[src/rtl/flags_register.sv]
// flags_register: two-stage {C,N,V,Z} flag pipeline with forwarding, stall, flush and direct load
module flags_register (
    input  logic       Clk,
    input  logic       Reset,
    input  logic       Valid_In,
    input  logic       S_Bit,
    input  logic       Cond_Pass,
    input  logic [3:0] ALU_Flags,
    input  logic       Keep_C,
    input  logic       Keep_V,
    input  logic       Load_En,
    input  logic [3:0] Load_Data,
    input  logic       Stall,
    input  logic       Flush,
    output logic [3:0] Flags,
    output logic [3:0] Flags_Fwd,
    output logic       Pending,
    output logic [7:0] Commit_Cnt
);
    typedef enum logic {EMPTY, PEND} state_t;
    state_t state, state_nxt;
    logic [3:0] pend_data, cand;
    logic upd, hold, commit, capture;
    always_ff @(posedge Clk)
        state <= Reset ? EMPTY : state_nxt;
    always_comb begin
        hold      = (state == PEND) && Stall;
        upd       = Valid_In && S_Bit && Cond_Pass;
        state_nxt = (Load_En || Flush) ? EMPTY : (hold || upd) ? PEND : EMPTY;
    end
    always_comb begin
        Pending   = (state == PEND);
        Flags_Fwd = Pending ? pend_data : Flags;
        cand      = {Keep_C ? Flags_Fwd[3] : ALU_Flags[3], ALU_Flags[2],
                     Keep_V ? Flags_Fwd[1] : ALU_Flags[1], ALU_Flags[0]};
        commit    = Pending && !Stall && !Load_En && !Flush;
        capture   = upd && !hold && !Load_En && !Flush;
    end
    always_ff @(posedge Clk) begin
        if (Reset) begin
            Flags      <= 4'b0000;
            pend_data  <= 4'b0000;
            Commit_Cnt <= 8'd0;
        end else begin
            if (Load_En)
                Flags <= Load_Data;
            else if (commit)
                Flags <= pend_data;
            if (capture)
                pend_data <= cand;
            if (commit && Commit_Cnt != 8'hff)
                Commit_Cnt <= Commit_Cnt + 8'd1;
        end
    end
endmodule

[config.mk]
export PLATFORM = sky130hd
export DESIGN_NAME = flags_register
export DESIGN_NICKNAME = d
export VERILOG_FILES = /design/src/rtl/flags_register.sv
export SDC_FILE = /design/constraint.sdc
export NUM_CORES = 1
export LEC_CHECK = 0
export BUFFER_PORTS_ARGS = -buffer_cell sky130_fd_sc_hd__buf_4
export CORE_ASPECT_RATIO = 1.25
export CORE_MARGIN = 2
export CORE_UTILIZATION = 30
export DETAILED_ROUTE_END_ITERATION = 12
export HOLD_SLACK_MARGIN = 0.03
export PLACE_DENSITY = 0.63
export SYNTH_ARGS = -nofsm -noshare
export SYNTH_HDL_FRONTEND = slang
export SYNTH_SLANG_ARGS = --single-unit
export TNS_END_PERCENT = 5
[constraint.sdc]
create_clock -name Clk -period 2.6 [get_ports Clk]
set_clock_uncertainty 0.1 [all_clocks]
set_input_delay 0.39 -clock Clk [delete_from_list [all_inputs] [get_ports Clk]]
set_output_delay 0.39 -clock Clk [all_outputs]
set_load 0.01 [all_outputs]
### Yosys cells after proc, flatten, opt, wreduce, memory -nomap -nowiden

Index checks and enable logic that the tools add are counted.

| cells by class | value |
|---|---|
| eq/ne operators | 1 |
| divide/modulo/power cells | 0 |
| shift-type cells | 0 |
| add/subtract/negate cells | 1 |
| bitwise gates (word level) | 0 |
| reductions and logical operators | 18 |
| $lt $le $gt $ge | 0 |
| muxes and demuxes | 6 |
| $mul | 0 |

Operator list:

| kind | count |
|---|---|
| 4-bit 2-to-1 mux | 3 |
| 1-bit logical AND | 10 |
| 8-bit by 1-bit adder with 8-bit output (second input constant) | 1 |
| 8-bit inequality test (second input constant) | 1 |
| 1-bit logical NOT | 4 |
| 1-bit 2-to-1 mux | 3 |
| 1-bit logical OR | 2 |
| 2-bit nonzero test | 1 |
| 2-bit OR reduction | 1 |

| storage, ports and cells | value |
|---|---|
| output and inout bits | 17 |
| bits in registers | 17 |
| memory bits (writable) | 0 |
| memory bits (read-only) | 0 |
| input port bits | 18 |
| latch bits | 0 |
| memories | 0 |

### Depth between registers and ports, before layout

| logic depth | value |
|---|---|
| depth in word-level cells | 6 |
| mapped depth | 5 |

### Least setup slack after synthesis

Ideal clock, no wire load.

| path | value |
|---|---|
| path type | in2reg |
| from | in Load_En |
| to | reg Commit_Cnt[5] |
| buffers on the path | 1 |
| cell stages on the path | 5 |
| setup time | 71 ps |
| data arrival time | 1,814 ps |
| path slack | 615 ps |
| cell sequence | buf_6 -> or4b_4 -> or2_1 -> or4_1 -> a21oi_1 |

| on the way | value |
|---|---|
| cells in the longest elaborated chain, start to end | 4 |

Ends and longest elaborated chain:

| what | line | source |
|---|---|---|
| from (decl) | 11 | `input logic Load_En,` |
| 1-bit logical NOT | 36 | `commit = Pending && !Stall && !Load_En && !Flush;` |
| 1-bit logical AND (2 in a row) | 36 |  |
| 1-bit logical AND | 51 | `if (commit && Commit_Cnt != 8'hff)` |
| to (signal assigned) | 52 | `Commit_Cnt <= Commit_Cnt + 8'd1;` |
| to (decl) | 18 | `output logic [7:0] Commit_Cnt` |

No other way between the ends.
A chain may end at the register's enable or synchronous reset.

### Worst setup path in the final report

| path | value |
|---|---|
| from | reg state, in the netlist Pending |
| to | reg Commit_Cnt[5] |

| on the way | value |
|---|---|
| cells in the longest elaborated chain, start to end | 4 |

Ends and longest elaborated chain:

| what | line | source |
|---|---|---|
| from (decl) | 21 | `state_t state, state_nxt;` |
| from (signal assigned) | 25 | `state <= Reset ? EMPTY : state_nxt;` |
| 1-bit logical AND (3 in a row) | 36 |  |
| 1-bit logical AND | 51 |  |

No other way between the ends.

==> impl_results.md <==
- Status: finished, final reports clean
- Total track usage: roughly 14%
- Setup ws final: about 560 ps
- RR Startpoint: Pending
- WL per Instance: roughly 12 um
- Ys flop type: dfxtp_1
- Critical path data required time: 2740 ps
- # rows: 21
- Worst path cell trace: or4b_4, or2_1, or4_1, a21oi_1
- Post-route ant nets: 0
- Nets@finish: around 150
- EDFF count, synth: 0
- PwrDens: between 400 and 500 mW/mm^2
- Slowest CP cell: dfxtp_1
- Drt drc: 0
- # diodes: 0
- Final Hold Fails: 0
- Ys Warns: 0
- CP arrival: approximately 2200 ps
- Share of cells above drive strength 1: approximately two fifths
- Leading area contributor after synthesis: dfxtp_1
- Starting Density: about a third
- Main area contributors after synthesis: dfxtp_1, mux2_2, mux2i_1
- Synth Area per Inst: 9.19 um^2
- Vias in the first global route: approximately 830
- Crit. End Element: register
- Startpoint types: register
- Root Driver: clkbuf_4
- Pins over their slew limit: 0
- Sw Share: around 24%
- Worst Tran Pin Value: 497 ps
- Share of the synthesized area in the top cell type: around two fifths
- Fillcell total: 270
- Ys async rst share: 0%
- Power Internal: 0.358 mW
- Worst-skew pair later-pin latency: ~300 ps
- Area of the multi-input gates: ~480 um^2
- Post-Synthesis Cell Area: 855 um^2
- First-pass GRT wire length: roughly 3.5 mm
- Most common cell in the netlist: dfxtp_1
- Hold Crit Class: in2reg
- Full die area: 0.00329 mm^2
- Setup crit start: Pending
- FMAX: a little under 500 MHz
- Distinct cells, synth: 30
- Register bit total from synthesis: 17
- Clk pin slew, worst setup/hold paths: 100 ps
- RSZ-0062 raised after global routing: false
- Hold path start: Flush
- Ports: 35
- Seq pwr share: between 50% and 60%
- Gpl congestion: between 0.7 and 0.8
- Maximum VDD drop: 0.000257 V
- Most instantiated cells after synthesis: dfxtp_1, nor2_1, mux2_2, mux2i_1, a21oi_1
- Chip Width: 51.7 um
- Synth Instances: 93
- Post-cts sizing count: 0
- Comb pwr share: 12.9%
- Critical path type: reg2reg
- Fin crit share: 78.4%
- CTS Buf Count: 3
- # Max-Cap Violations: 0
- Largest net degree at the start of global routing: 18
- Cell count of the worst reg-to-reg path: 4
- Die height: 63.7 um
- DP HPWL: between 1.5 and 2 mm
- Port Buffers: 34
- Post-synthesis sequential area ratio: 39.8%
- H-tree Lvls: 1
- Setup bufs post-CTS: 0
- Max stage delay on crit path: approximately 530 ps
- Syn Nets: 112
- Final setup fails: 0
- Clock buffer depth: 2
- DR pass1 iterations: 4
- DR vias: 838
- WL final: roughly 2.0 mm
- Initial drt markers: 28
- Sink Count: 17
- Floorplan core area: between 0.002 and 0.003 mm^2
- LEAKAGE: roughly 0.49 nW
- Hold-fix buffers, CTS: 0
- Grt ovf: 0
- Clock power share: a little under a third
- Dpl ws: about 500 ps
- Flip-flop and latch area: 340 um^2
- Area Growth Syn to Fin: 36.2%
- CTS tree: yes
- Fin crit period: 2040 ps
- Critical Path Fanout Max: 9
- Initial antenna violation count: 0
- Sum Neg Setup Slack: 0 ps
- Slew margin rel.: between 60 and 70%
- Sw Pwr: 0.115 mW
- Hold Path Cell Cnt: 2
- Vias/cell: around 5.2
## path summary, 6_finish.rpt
path / to / slack [ps]
min reg2reg: Flags[3] / 390
min: Pending / 180
max: Commit_Cnt[5] / 560
max reg2reg: Commit_Cnt[5] / 560
## sequential cells by signal, summed over array words and instances (netlist names)
signal      count
Pending         1
Commit_Cnt      8
pend_data       4
Flags           4
## cells in the final DEF, fill, tap and decap left out, drive strengths merged, types with 2 or more instances in the layout
| cell | instances |
|---|---|
| clkbuf | 3 |
| or2 | 2 |
| a21oi | 7 |
| a22oi | 2 |
| buf | 35 |
| o21ai | 3 |
| dfxtp | 17 |
| nor3 | 3 |
| inv | 3 |
| nor2 | 13 |
| mux2i | 8 |
| nand4 | 3 |
| nand3 | 2 |
| mux2 | 8 |
| nand2 | 5 |
## through the flow
stage | utilization (%) | std cells | total power, mW | hold slack [ps] | area, um^2
global placement | 42.0 | 158 | 0.334 | 366 | 1140
global route | 43.0 | 162 | 0.498 | 163 | 1160
floorplan | - | 93 | 0.300 | 369 | 855
detailed placement | 42.0 | 158 | 0.336 | 373 | 1140
CTS | 43.0 | 162 | 0.482 | 169 | 1160
finish | 43.0 | 162 | 0.473 | 182 | 1160
## routing by layer
| metal | vias to the layer above | global-route usage (%) | wire length [um] |
|---|---|---|---|
| met4 | 0 | 8.55 | 40 |
| met5 | - | 0 | 0 |
| met3 | 4 | 2.37 | 132 |
| li1 | 408 | - | - |
| met2 | 30 | 22.3 | 974 |
| met1 | 396 | 17.1 | 857 |
## cell type report
cell class / instances / share of cell area (%)
inverters: 3 / 0.968
repair buffers: 35 / 22.6
flip-flops and latches: 17 / 29.2
well taps: 34 / 3.66
multi-input cells: 69 / 41.2
clock buffers: 3 / 1.94
clock inverters: 1 / 0.430
## critical path: cells and delay by family, from the launching register on
family	cells	cell delay [ps]
AND/OR/NAND/NOR	3	1190
AO/OA/AOI/OAI	1	150
flip-flops	1	530
## cell families after synthesis
| family | Yosys count | synth area share [%] |
|---|---|---|
| AND/OR/NAND/NOR | 35 | 22.0 |
| flip-flops | 17 | 39.8 |
| AO/OA/AOI/OAI | 16 | 11.7 |
| multiplexers | 16 | 19.9 |
| buffers and inverters | 7 | 4.10 |
| XOR/XNOR | 1 | 1.03 |
| adder cells (fa/ha/maj) | 1 | 1.46 |
## power by group through the flow
stage / Combinational, mW / Clock (mW) / Sequential (mW)
3_3_place_gp: 0.0600 / 0 / 0.274
4_1_cts: 0.0614 / 0.152 / 0.269
3_5_place_dp: 0.0613 / 0 / 0.275
2_1_floorplan: 0.0252 / 0 / 0.275
5_1_grt: 0.0662 / 0.162 / 0.270
6_report: 0.0609 / 0.144 / 0.268
No activity file was read; power rests on OpenSTA's default activity.
